## src/rtl/ex_stage_pkg.sv

```systemverilog
// Shared encodings for the execute stage: ALU op codes, funct values,
// internal ALU control codes and the multiplier FSM states.
package ex_pkg;

  localparam logic [1:0] AluOpAdd   = 2'b00;
  localparam logic [1:0] AluOpSub   = 2'b01;
  localparam logic [1:0] AluOpFunct = 2'b10;

  localparam logic [5:0] FunctAdd  = 6'h20;
  localparam logic [5:0] FunctSub  = 6'h22;
  localparam logic [5:0] FunctAnd  = 6'h24;
  localparam logic [5:0] FunctOr   = 6'h25;
  localparam logic [5:0] FunctSlt  = 6'h2A;
  localparam logic [5:0] FunctMult = 6'h18;

  localparam logic [3:0] AluCtlAdd = 4'b0010;
  localparam logic [3:0] AluCtlSub = 4'b0110;
  localparam logic [3:0] AluCtlAnd = 4'b0000;
  localparam logic [3:0] AluCtlOr  = 4'b0001;
  localparam logic [3:0] AluCtlSlt = 4'b0111;
  localparam logic [3:0] AluCtlMul = 4'b1000;
  localparam logic [3:0] AluCtlInv = 4'b1111;

  typedef enum logic [1:0] {
    StIdle = 2'b00,
    StMul  = 2'b01,
    StWait = 2'b10
  } ex_state_e;

endpackage

```

## src/rtl/ex_stage_alu_control.sv

```systemverilog
// Maps (alu_op, funct) to the internal 4-bit ALU control code.
module alu_control
  import ex_pkg::*;
(
  input  logic [1:0] i_alu_op,
  input  logic [5:0] i_funct,
  output logic [3:0] o_alu_ctl
);

  always_comb begin
    o_alu_ctl = AluCtlAdd;
    case (i_alu_op)
      AluOpAdd: o_alu_ctl = AluCtlAdd;
      AluOpSub: o_alu_ctl = AluCtlSub;
      AluOpFunct: begin
        case (i_funct)
          FunctAdd:  o_alu_ctl = AluCtlAdd;
          FunctSub:  o_alu_ctl = AluCtlSub;
          FunctAnd:  o_alu_ctl = AluCtlAnd;
          FunctOr:   o_alu_ctl = AluCtlOr;
          FunctSlt:  o_alu_ctl = AluCtlSlt;
          FunctMult: o_alu_ctl = AluCtlMul;
          default:   o_alu_ctl = AluCtlInv;
        endcase
      end
      default: o_alu_ctl = AluCtlAdd;
    endcase
  end

endmodule

```

## src/rtl/ex_stage.sv

```systemverilog
// Execute stage: ALU, branch target, destination select, iterative multiplier
// and the EX/MEM pipeline register with valid, stall and flush.
module ex_stage
  import ex_pkg::*;
#(
  parameter int unsigned MUL_CYCLES = 32
) (
  input  logic        clk,
  input  logic        rst_n,
  input  logic        in_valid,
  output logic        ready_out,
  input  logic        stall_in,
  input  logic        flush,
  input  logic [1:0]  wb_ctl,
  input  logic [2:0]  m_ctl,
  input  logic        reg_dest,
  input  logic        alu_src,
  input  logic [1:0]  alu_op,
  input  logic [31:0] npc,
  input  logic [31:0] r_data_1,
  input  logic [31:0] r_data_2,
  input  logic [31:0] sign_ext,
  input  logic [4:0]  instr_2016,
  input  logic [4:0]  instr_1511,
  output logic        out_valid,
  output logic [1:0]  wb_ctl_out,
  output logic [2:0]  m_ctl_out,
  output logic [31:0] branch_target,
  output logic        zero,
  output logic [31:0] alu_result,
  output logic [31:0] r_data_2_out,
  output logic [4:0]  write_reg
);

  localparam int unsigned CntW = $clog2(MUL_CYCLES);
  localparam logic [CntW-1:0] LastIter = CntW'(MUL_CYCLES - 1);

  logic [31:0] w_op_b, w_alu_result, w_bt, w_mul_next;
  logic [3:0]  w_alu_ctl;
  logic [4:0]  w_wr;

  ex_state_e       r_state;
  logic [CntW-1:0] r_cnt;
  logic [31:0]     r_acc, r_mcand, r_mplier;
  logic [1:0]      r_mul_wb;
  logic [2:0]      r_mul_m;
  logic [4:0]      r_mul_wr;
  logic [31:0]     r_mul_r2, r_mul_bt;

  alu_control u_alu_control (
    .i_alu_op  (alu_op),
    .i_funct   (sign_ext[5:0]),
    .o_alu_ctl (w_alu_ctl)
  );

  assign w_op_b     = alu_src ? sign_ext : r_data_2;
  assign w_bt       = npc + {sign_ext[29:0], 2'b00};
  assign w_wr       = reg_dest ? instr_1511 : instr_2016;
  assign ready_out  = (r_state == StIdle) && !stall_in && !flush;
  // One shift-add step; on the last iteration this is the final product.
  assign w_mul_next = r_mplier[0] ? r_acc + r_mcand : r_acc;

  always_comb begin
    w_alu_result = '0;
    case (w_alu_ctl)
      AluCtlAdd: w_alu_result = r_data_1 + w_op_b;
      AluCtlSub: w_alu_result = r_data_1 - w_op_b;
      AluCtlAnd: w_alu_result = r_data_1 & w_op_b;
      AluCtlOr:  w_alu_result = r_data_1 | w_op_b;
      AluCtlSlt: w_alu_result = {31'b0, $signed(r_data_1) < $signed(w_op_b)};
      default:   w_alu_result = '0;
    endcase
  end

  always_ff @(posedge clk or negedge rst_n) begin
    if (!rst_n) begin
      r_state       <= StIdle;
      r_cnt         <= '0;
      r_acc         <= '0;
      r_mcand       <= '0;
      r_mplier      <= '0;
      r_mul_wb      <= '0;
      r_mul_m       <= '0;
      r_mul_wr      <= '0;
      r_mul_r2      <= '0;
      r_mul_bt      <= '0;
      out_valid     <= 1'b0;
      wb_ctl_out    <= '0;
      m_ctl_out     <= '0;
      branch_target <= '0;
      zero          <= 1'b0;
      alu_result    <= '0;
      r_data_2_out  <= '0;
      write_reg     <= '0;
    end else if (flush) begin
      r_state    <= StIdle;
      r_cnt      <= '0;
      out_valid  <= 1'b0;
      wb_ctl_out <= '0;
      m_ctl_out  <= '0;
    end else begin
      case (r_state)
        StIdle: begin
          if (!stall_in) begin
            if (in_valid && (w_alu_ctl == AluCtlMul)) begin
              r_state    <= StMul;
              r_cnt      <= '0;
              r_acc      <= '0;
              r_mcand    <= r_data_1;
              r_mplier   <= w_op_b;
              r_mul_wb   <= wb_ctl;
              r_mul_m    <= m_ctl;
              r_mul_wr   <= w_wr;
              r_mul_r2   <= r_data_2;
              r_mul_bt   <= w_bt;
              out_valid  <= 1'b0;
              wb_ctl_out <= '0;
              m_ctl_out  <= '0;
            end else if (in_valid) begin
              out_valid     <= 1'b1;
              wb_ctl_out    <= wb_ctl;
              m_ctl_out     <= m_ctl;
              branch_target <= w_bt;
              zero          <= (w_alu_result == '0);
              alu_result    <= w_alu_result;
              r_data_2_out  <= r_data_2;
              write_reg     <= w_wr;
            end else begin
              out_valid  <= 1'b0;
              wb_ctl_out <= '0;
              m_ctl_out  <= '0;
            end
          end
        end
        StMul: begin
          r_acc    <= w_mul_next;
          r_mcand  <= r_mcand << 1;
          r_mplier <= r_mplier >> 1;
          if (r_cnt == LastIter) begin
            r_cnt <= '0;
            if (!stall_in) begin
              r_state       <= StIdle;
              out_valid     <= 1'b1;
              wb_ctl_out    <= r_mul_wb;
              m_ctl_out     <= r_mul_m;
              branch_target <= r_mul_bt;
              zero          <= (w_mul_next == '0);
              alu_result    <= w_mul_next;
              r_data_2_out  <= r_mul_r2;
              write_reg     <= r_mul_wr;
            end else begin
              r_state <= StWait;
            end
          end else begin
            r_cnt <= r_cnt + 1'b1;
            if (!stall_in) begin
              out_valid  <= 1'b0;
              wb_ctl_out <= '0;
              m_ctl_out  <= '0;
            end
          end
        end
        StWait: begin
          if (!stall_in) begin
            r_state       <= StIdle;
            out_valid     <= 1'b1;
            wb_ctl_out    <= r_mul_wb;
            m_ctl_out     <= r_mul_m;
            branch_target <= r_mul_bt;
            zero          <= (r_acc == '0);
            alu_result    <= r_acc;
            r_data_2_out  <= r_mul_r2;
            write_reg     <= r_mul_wr;
          end
        end
        default: r_state <= StIdle;
      endcase
    end
  end

endmodule

```

## config.mk

```make
export PLATFORM = sky130hd
export DESIGN_NAME = ex_stage
export DESIGN_NICKNAME = d
export VERILOG_FILES = /design/src/rtl/ex_stage_pkg.sv /design/src/rtl/ex_stage_alu_control.sv /design/src/rtl/ex_stage.sv
export SDC_FILE = /design/constraint.sdc
export NUM_CORES = 1
export LEC_CHECK = 0
export ABC_AREA = 1
export BUFFER_PORTS_ARGS = -buffer_cell sky130_fd_sc_hd__buf_2
export CAP_MARGIN = 15
export CORE_AREA = 5 5 261 263
export DETAILED_ROUTE_END_ITERATION = 12
export DIE_AREA = 0 0 266 268
export SLEW_MARGIN = 20
export SYNTH_ARGS = -nofsm -noshare
export SYNTH_HDL_FRONTEND = slang
export SYNTH_SLANG_ARGS = --single-unit
```

## constraint.sdc

```tcl
create_clock -name clk -period 3 [get_ports clk]
set_input_delay 0.3 -clock clk [delete_from_list [all_inputs] [get_ports clk]]
set_output_delay 0.3 -clock clk [all_outputs]
set_load 0.01 [all_outputs]
```

Yosys cells after proc, flatten, opt, wreduce, memory -nomap -nowiden
Cells that the tools add are included.

Logic and storage cells: 159. Flip-flop bits (word level): 285. Output and inout bits: 109. Input bits: 152.

Add/subtract/negate cells: 5. Reduce and logical (&&, ||, !) cells: 21. Bitwise logic cells: 4. Eq/ne operators: 28. Muxes and demuxes: 82. $lt $le $gt $ge: 1.

Operator list (number): 32-bit 2-to-1 mux (24); 32-bit case mux with 3 select lines (3); 32-bit case mux with 2 select lines (3); 32-bit case mux with 5 select lines (1); 32-bit adder (3); 32-bit zero test (3); 5-bit 2-to-1 mux (10); 32-bit bitwise AND (1); 32-bit less-than comparator (1); 32-bit OR (1); 32-bit subtractor (1); 6-bit equality test, second input constant (5); 2-bit 2-to-1 mux (12); 4-bit case mux with 6 select lines (1); 3-bit 2-to-1 mux (7); 5-bit case mux with 3 select lines (1); 1-bit 2-to-1 mux (13); 2-bit inequality test, second input constant (6); 2-bit case mux with 3 select lines (2); 4-bit AND reduction (3); 5-bit case mux with 2 select lines (1); 3-bit inequality test, second input constant (3); 3-bit case mux with 3 select lines (1); 4-bit by 3-bit equality test with 1-bit output, second input constant (2); 24 further kinds (33).

Longest topological paths before layout
Gate-level depths: netlist of run 1.

Depth in word-level cells: 10. Depth in mapped cells: 29. Gate-level depth less buffers: 27.

By module
A second synthesis of run 1 with hierarchy kept.

Cell total of the unflattened synthesis: 3778. Area, all modules: 24181.9 sq um.

By module, submodules not included: ex_stage (instances 1, seq. area each 7131.8 sq um, area each 23965.5 sq um, cells an instance 3737); alu_control (instances 1, seq. area each 0.0 sq um, area each 216.5 sq um, cells an instance 41).

Worst setup path after synthesis of run 1
No wires, ideal clock.

Path type: input-to-reg. Start point: input port alu_src. End point: register zero. Stages: 26. Buffers on the path: 3. Data arrival time: 3.143 ns. Required time: 2.935 ns. Setup time: 0.065 ns. Setup slack: -0.208 ns. Cells stage by stage: clkbuf_1 inv_1 clkbuf_1 or2_2 o21ai_0 ha_1 clkbuf_1 nand2_1 inv_1 a21oi_1 nor2_1 nor2_1 inv_1 a21oi_1 nand3_1 nand2_1 nor2_1 nor2_1 nand2_1 nor2_1 nand2_1 nor2_1 nand3_1 nand2_1 nand2_1 nand2_1.

Cells in the longest elaborated chain, start to end: 8. Elaborated cells on any way between the ends: 12. Those cells by class: 2 x add/sub; 1 x order compare; 6 x mux; 2 x bitwise; 1 x reduce/logical.

Ends and longest elaborated chain: start: declaration (line ex_stage.sv:17) `input logic alu_src,`; 32-bit 2-to-1 mux (*) (line ex_stage.sv:56) `assign w_op_b = alu_src ? sign_ext : r_data_2;`; 32-bit subtractor, or another cell as far along (line ex_stage.sv:67) `AluCtlSub: w_alu_result = r_data_1 - w_op_b;`; 32-bit case mux with 5 select lines (*) (line ex_stage.sv:65) `case (w_alu_ctl)`; 32-bit zero test (*) (line ex_stage.sv:124) `zero <= (w_alu_result == '0);`; 1-bit 2-to-1 mux (*) (line ex_stage.sv:119) `end else if (in_valid) begin`; 1-bit 2-to-1 mux (*) (line ex_stage.sv:105) `if (in_valid && (w_alu_ctl == AluCtlMul)) begin`; 1-bit 2-to-1 mux (*) (line ex_stage.sv:104) `if (!stall_in) begin`; 1-bit case mux with 3 select lines (*) (line ex_stage.sv:102) `case (r_state)`; end signal: assignment (line ex_stage.sv:124); end signal: assignment (line ex_stage.sv:147) `zero <= (w_mul_next == '0);`; end signal: assignment (line ex_stage.sv:170) `zero <= (r_acc == '0);`; end: declaration (line ex_stage.sv:29) `output logic zero,`.

Every way passes the cells marked *; elsewhere a longest branch is shown, timed or not. The select of a mux whose other input is x is not followed. A chain may end at the register's enable or synchronous reset.

Worst setup path in the final report of run 1
Same ends and word-level chain as after synthesis.

==> results.toml, run 1 <==
[outcome]
status = "finished, violations left"
failed_checks = "negative setup slack"

[pwr]
p_total_mw = 24.2
power_density_nw_per_um2 = 764
irDropWorstVdd_mv = 0.437
leakage_nw = 16.9

[clock_network]
cts_sinks = 285
clk_pin_slew_worst_paths_ns = 0.06
cts_buffers = 35
cts_buffer_depth = 3
cts_tree = "built"
clock_latency_ns = 0.56
htree_levels = 2
cts-root-buf = "clkbuf_16"

[synth]
yosysSeqAreaShare_pct = 29.8
syn_area_sq_um = 23900
ys.flop_type = "dfrtp_1"
synth_top_area_cell = "dfrtp_1"
synth_edf_count = 0
synth_top_area_share_pct = 29.8
async_flop_share_pct = 100
synthDistinctLibCells = 57
syn_nets = 4020
synthTopCellsByArea = "dfrtp_1 30%, nand2_1 17%, ha_1 9.6%"
postSynthCellCount = 3681
ys_seq_elements = 285
synth_warnings = 0
postSynthAreaPerCell_sq_um = 6.50

[detailed_routing]
drt-initial-drc-count = 2320
drt-total-wl_um = 102000
wl_per_cell_um = 19.4
ant_nets = 0
drcViolationCount = 0
vias = 26800
vias_per_cell = 5.10
first_pass_iters = 6

[critical_path]
crit_fanout = 4
slowest_stage = "ha_1"
critPathTopFamily = "simple AND/OR/NAND/NOR gates"
crit_buf_inv = 3
crit_path_end_kind = "flip-flop"
critical_path_class = "input pin to flip-flop"
cp.arrival_ns = 3.49
required_ns = 3.48
path_cells = "buf_4 -> inv_2 -> buf_4 -> or2_2 -> o21ai_0 -> ha_1 -> nor2_1 -> nand2_2 -> nor2_4 -> and3_1 -> nand2_2 -> nand2_1 -> nand2_1 -> nand3_1 -> nand3_1 -> nor2_1 -> nand2_1 -> nor2_1 -> nand2_1 -> nor2_1 -> nand3_1 -> nand2_1 -> nand2_1 -> nand2_1"
crit_top_cell = "nand2_1"
cp-start-kind = "input pin"
slowest_delay_ns = 0.40

[finish]
fin_cells = 5248
fin_nets = 4692
area_growth_pct = 32.7
drive_gt1_share_pct = 23.9

[sta]
fin_skew_ns = 0.0208
report.final.setup_viol = 1
slew_headroom_pct = 50.8
finalHoldViolations = 0
rsz0062_at_grt = "true"
fmax_ghz = 0.332
finalWorstSetupSlack_ns = -0.0114
holdWs_ns = 0.0364
maxSlewViolCount = 0
worst_pin_slew_ns = 0.738
finalCriticalPeriod_ns = 3.01
fin_crit_sh_pct = 100

[floorplanning]
die_area_sq_um = 71300
die_w_um = 266
coreArea_sq_um = 65400
start_util_pct = 36.6
die_h_um = 268
ioPinCount = 261
core.rowCount = 94

[global_routing]
grt_pass1_vias = 25200
antenna_found_initial = 13
grt_overflow = 0
grt_use_total_pct = 27.4
grt_first_pass_wirelength_um = 151000
grt_max_degree = 83

[placement]
gp_congestion = 1.02
portBuffers = 260
dp_hpwl_um = 83900
dp_cells = 5154

[job]
cap_viol_max_count = 0

[hold_path]
hp-class = "input pin to flip-flop"
==> cells in the final DEF (no fill, tap or decap), drive strengths merged, types with 3 or more instances in the layout <==
cell type | synthesis | routed
nand2 | 1077 | 1077
buf | 65 | 773
inv | 500 | 502
o21ai | 470 | 470
nor2 | 287 | 287
dfrtp | 285 | 285
nand3 | 251 | 251
ha | 183 | 183
a21oi | 182 | 182
clkbuf | 82 | 48
o211ai | 47 | 47
or2 | 38 | 38
nor3 | 38 | 38
xor2 | 33 | 33
nand4 | 23 | 23
xnor2 | 21 | 21
o21bai | 18 | 18
mux2i | 12 | 12
nand3b | 12 | 12
clkinv | 2 | 10
dlygate4sd3 | 0 | 8
nor4 | 8 | 8
diode | 0 | 5
a31oi | 5 | 5
a21o | 5 | 5
a22o | 5 | 5
o21a | 4 | 4
and3 | 4 | 4
fa | 4 | 4
clkinvlp | 0 | 3
and2 | 3 | 3
bufinv | 0 | 3
o31ai | 3 | 3
==> timing repair <==
action / in CTS / in global routing
pin swaps: 2 / 19
endpoints found under the setup margin: 5 / 38
cloned: 0 / 1
setup buffers: 9 / 8
hold buffers: 8 / 0
resized for setup: 42 / 138
hold endpoints to repair: 76 / 0
==> metrics by stage <==
step,util [%],setup WS [ns],setup TNS (ns),cell area [sq um]
finish,48.5,-0.0114,-0.0114,31700
global route,48.5,-0.153,-0.167,31700
detailed placement,45.5,-0.813,-13.18,29700
CTS,47.7,-0.0195,-0.0195,31200
floorplan,-,0.00486,0,24000
global placement,45.5,-0.872,-13.38,29700
==> path summary, 6_finish.rpt <==
path | start | end | slack, ns | cells after the start
hold / removal | r_data_2[24] | r_mul_r2[24]$_DFFE_PN0P_ | 0.04 | 3
hold reg to reg | r_mul_m[2]$_DFFE_PN0P_ | r_mul_m[2]$_DFFE_PN0P_ | 0.47 | 2
setup reg to reg | r_mcand[0]$_DFFE_PN0P_ | zero$_DFFE_PN0P_ | 0.09 | 21
min in group asynchronous | rst_n | r_mplier[8]$_DFFE_PN0P_ | 0.33 | 2
setup / recovery | alu_src | zero$_DFFE_PN0P_ | -0.01 | 24
max in group asynchronous | rst_n | r_mul_bt[21]$_DFFE_PN0P_ | 1.82 | 3
==> synthesized netlist by cell type, drive strengths merged (2+ instances only) <==
cell	n
a31oi	5
clkbuf	82
or2	38
inv	500
and3	4
nor3	38
nor2	287
nand3b	12
nor4	8
and2	3
a21boi	2
nand2	1077
o21bai	18
mux2i	12
a21oi	182
o21ai	470
a22o	5
o31ai	3
fa	4
a32o	2
dfrtp	285
nand3	251
xnor2	21
nand4	23
o211ai	47
ha	183
o21a	4
buf	65
clkinv	2
a221oi	2
a21o	5
xor2	33
==> worst reg2reg max path, stage by stage, from the launching register on <==
cell and delay (ns):
dfrtp_1 0.39, ha_1 0.22, fa_1 0.39, nand3_1 0.09
nand2_1 0.12, nand2_1 0.11, nand2_1 0.10, nand2_1 0.09
nand2_1 0.10, nand2_1 0.07, nand3_1 0.13, nand2_1 0.09
nand3_1 0.14, nor2_2 0.14, nand4_1 0.11, nor2_2 0.14
nand2_1 0.07, nand2_1 0.11, nand2_1 0.07, nand2_1 0.08
nand2_1 0.05, nand2_1 0.04
==> power breakdown <==
group | internal [mW] | switching (mW)
clock | 2.60 | 1.82
sequential | 5.21 | 0.984
combinational | 4.97 | 8.66
total | 12.8 | 11.5
==> final cells by class <==
cell class | count | area (sq um)
tap | 864 | 1080
sequential | 285 | 7130
multi-input combinational | 2747 | 14800
inverter | 502 | 1900
antenna | 5 | 12.5
timing repair buffer | 782 | 5590
fill | 6883 | 33600
clock inverter | 16 | 203
clock buffer | 47 | 981
==> cell families after synthesis <==
| kind of cell | synth area share, % |
|---|---|
| AOI/OAI and AO/OA | 16.8 |
| muxes | 0.502 |
| adders and majority gates | 9.90 |
| xor gates and xnor gates | 1.98 |
| buffers and inverters | 10.7 |
| DFF | 29.8 |
| and+or+nand+nor | 30.3 |
==> routing by layer <==
layer | global-route usage, % | wire length, um | vias to the layer above
li1 | - | - | 13200
met1 | 38.5 | 46000 | 12600
met2 | 44.3 | 46200 | 823
met3 | 3.47 | 6300 | 168
met4 | 8.70 | 3490 | 4
met5 | 0 | 25 | -
(Power assumes the default switching activity.)
==> run 2, diff against run 1 <==
--- a/config.mk
+++ b/config.mk
@@ -8,9 +8,9 @@
 export ABC_AREA = 1
 export BUFFER_PORTS_ARGS = -buffer_cell sky130_fd_sc_hd__buf_2
 export CAP_MARGIN = 15
-export CORE_AREA = 5 5 261 263
+export CORE_AREA = 5 5 316 318
 export DETAILED_ROUTE_END_ITERATION = 12
-export DIE_AREA = 0 0 266 268
+export DIE_AREA = 0 0 321 323
 export SLEW_MARGIN = 20
 export SYNTH_ARGS = -nofsm -noshare
 export SYNTH_HDL_FRONTEND = slang
==> run 2 against run 1 <==
  * The run now ends clean
  * Count of clock-buffer cells in the layout shrank 1
  * Sequential power is essentially flat
  * Clock skew grew 0.023 ns
  * Total power grew 0.75%
  * Non-clock buffer count shrank 23
  * Final area grew 1.7%
  * Register-to-register slack is essentially flat
  * Hold slack lost 0.013 ns
  * Sequential share of layout area shrank 0.37 points
  * Via count grew 0.38%
  * Fmax grew 1.2%
  * Clock power shrank 2%
==> results.toml, run 2 (same netlist as run 1, synthesis figures left out) <==
[sta]
report.final.setup_viol = 0
rsz0062_at_grt = "true"
fin_skew_ns = 0.0436
holdWs_ns = 0.0234
maxSlewViolCount = 0
fin_crit_sh_pct = 99.2
fmax_ghz = 0.336
finalWorstSetupSlack_ns = 0.0244
slew_headroom_pct = 53.0
finalCriticalPeriod_ns = 2.98
tns_ns = 0
worst_pin_slew_ns = 0.706
finalHoldViolations = 0

[clock_network]
cts_tree = "built"
cts_sinks = 285
htree_levels = 2
clock_latency_ns = 0.58
clk_pin_slew_worst_paths_ns = 0.06
cts-root-buf = "clkbuf_16"
cts_buffers = 34
cts_buffer_depth = 3

[detailed_routing]
wl_per_cell_um = 18.4
drt-total-wl_um = 104000
drcViolationCount = 0
first_pass_iters = 5
vias_per_cell = 4.76
drt-initial-drc-count = 2432
ant_nets = 0
vias = 26900

[placement]
place_area_sq_um = 30000
place_ws_ns = -0.819
portBuffers = 260
dp_hpwl_um = 84900
dp_cells = 5544
gp_congestion = 1.06

[critical_path]
slowest_stage = "or2_2"
reg2reg_to = "zero$_DFFE_PN0P_"
critical_path_class = "input pin to flip-flop"
ff2ff_setup_slack_ns = 0.08
slowest_delay_ns = 0.32
reg2reg_depth = 19
required_ns = 3.48
crit_top_cell = "nand2_1"
crit_fanout = 13
critPathTopFamily = "simple AND/OR/NAND/NOR gates"
cp.arrival_ns = 3.46
rr_startpoint = "r_acc[20]$_DFFE_PN0P_"
cp-start-kind = "input pin"
crit_path_end_kind = "flip-flop"
crit_buf_inv = 8

[finish]
area_growth_pct = 34.9
drive_gt1_share_pct = 24.8
final_cell_mix = "1,038 x nand2_1, 479 x inv_1, 472 x buf_4"
fin_nets = 4668
fin_cells = 5639
final_common_cell = "nand2_1"
postLayoutCellArea_sq_um = 32300
utilization_pct = 33.5

[hold_path]
holdPathStages = 3
worstHoldStart = "npc[1]"
hp-class = "input pin to flip-flop"
min_to = "r_mul_bt[1]$_DFFE_PN0P_"

[pwr]
power_density_nw_per_um2 = 757
power_frac_seq_pct = 25.5
irDropWorstVdd_mv = 0.474
leakage_nw = 16.8
p_sw_share_pct = 47.6
clock_power_share_pct = 17.7
power.switching_mw = 11.6
p_comb_share_pct = 56.8
p_total_mw = 24.4
internal_power_mw = 12.8

[outcome]
status = "completed"

[floorplanning]
core.rowCount = 114
die_w_um = 321
start_util_pct = 24.9
ioPinCount = 261
die_h_um = 323
coreArea_sq_um = 96300
die_area_sq_um = 104000

[global_routing]
grt_use_total_pct = 19.0
grt_overflow = 0
grt_first_pass_wirelength_um = 153000
grt_pass1_vias = 25100
antenna_found_initial = 15
grt_max_degree = 121

[job]
cap_viol_max_count = 0
## run 2: how the worst max path moves through the flow
stage	startpoint	to	slack (ns)	depth (start not counted)
3_5_place_dp	alu_src	zero$_DFFE_PN0P_	-0.82	27
3_3_place_gp	alu_src	zero$_DFFE_PN0P_	-0.82	28
6_report	alu_src	zero$_DFFE_PN0P_	0.02	28
2_1_floorplan	alu_src	zero$_DFFE_PN0P_	0.005	26
5_1_grt	alu_src	zero$_DFFE_PN0P_	-0.13	29
4_1_cts	alu_src	zero$_DFFE_PN0P_	0.002	27
## run 2: repair_timing
action / CTS / global route
hold buffers: 6 / 0
gates cloned: 0 / 1
endpoints found under the setup margin: 12 / 29
endpoints found under the hold margin: 75 / 0
pin swaps: 3 / 39
setup buffers: 8 / 10
gates resized for setup: 60 / 191
## run 2: routing by layer
metal  part of all wire (%)  routed length, um  track usage [%]  vias to the layer above
met5                  0.055                 57                0                        -
met4                    4.9               5120             8.23                        8
met3                    6.4               6660             3.11                      228
met2                     45              46900             30.5                      898
met1                     43              45200             25.5                    12600
li1                       -                  -                -                    13200
## run 2: cell type report
cell class	instances	area (sq um)
antenna	11	27.5
timing repair buffer	759	5320
sequential	285	7130
fill	10400	64000
clock inverter	13	191
multi-input combinational	2747	15100
tap	1276	1600
inverter	502	1900
clock buffer	46	976
## run 2: power groups by stage
stage | clock network, mW | logic (mW) | registers (mW)
3_5_place_dp | 0 | 13.3 | 6.24
2_1_floorplan | 0 | 7.87 | 6.22
4_1_cts | 4.42 | 13.5 | 6.20
5_1_grt | 4.57 | 15.4 | 6.37
6_report | 4.32 | 13.9 | 6.23
3_3_place_gp | 0 | 13.2 | 6.23
## run 2: worst min-delay path, delay by kind of cell
kind | cells | cell delay, ns
AOI/OAI and AO/OA | 1 | 0.07
buffers and inverters | 2 | 0.15
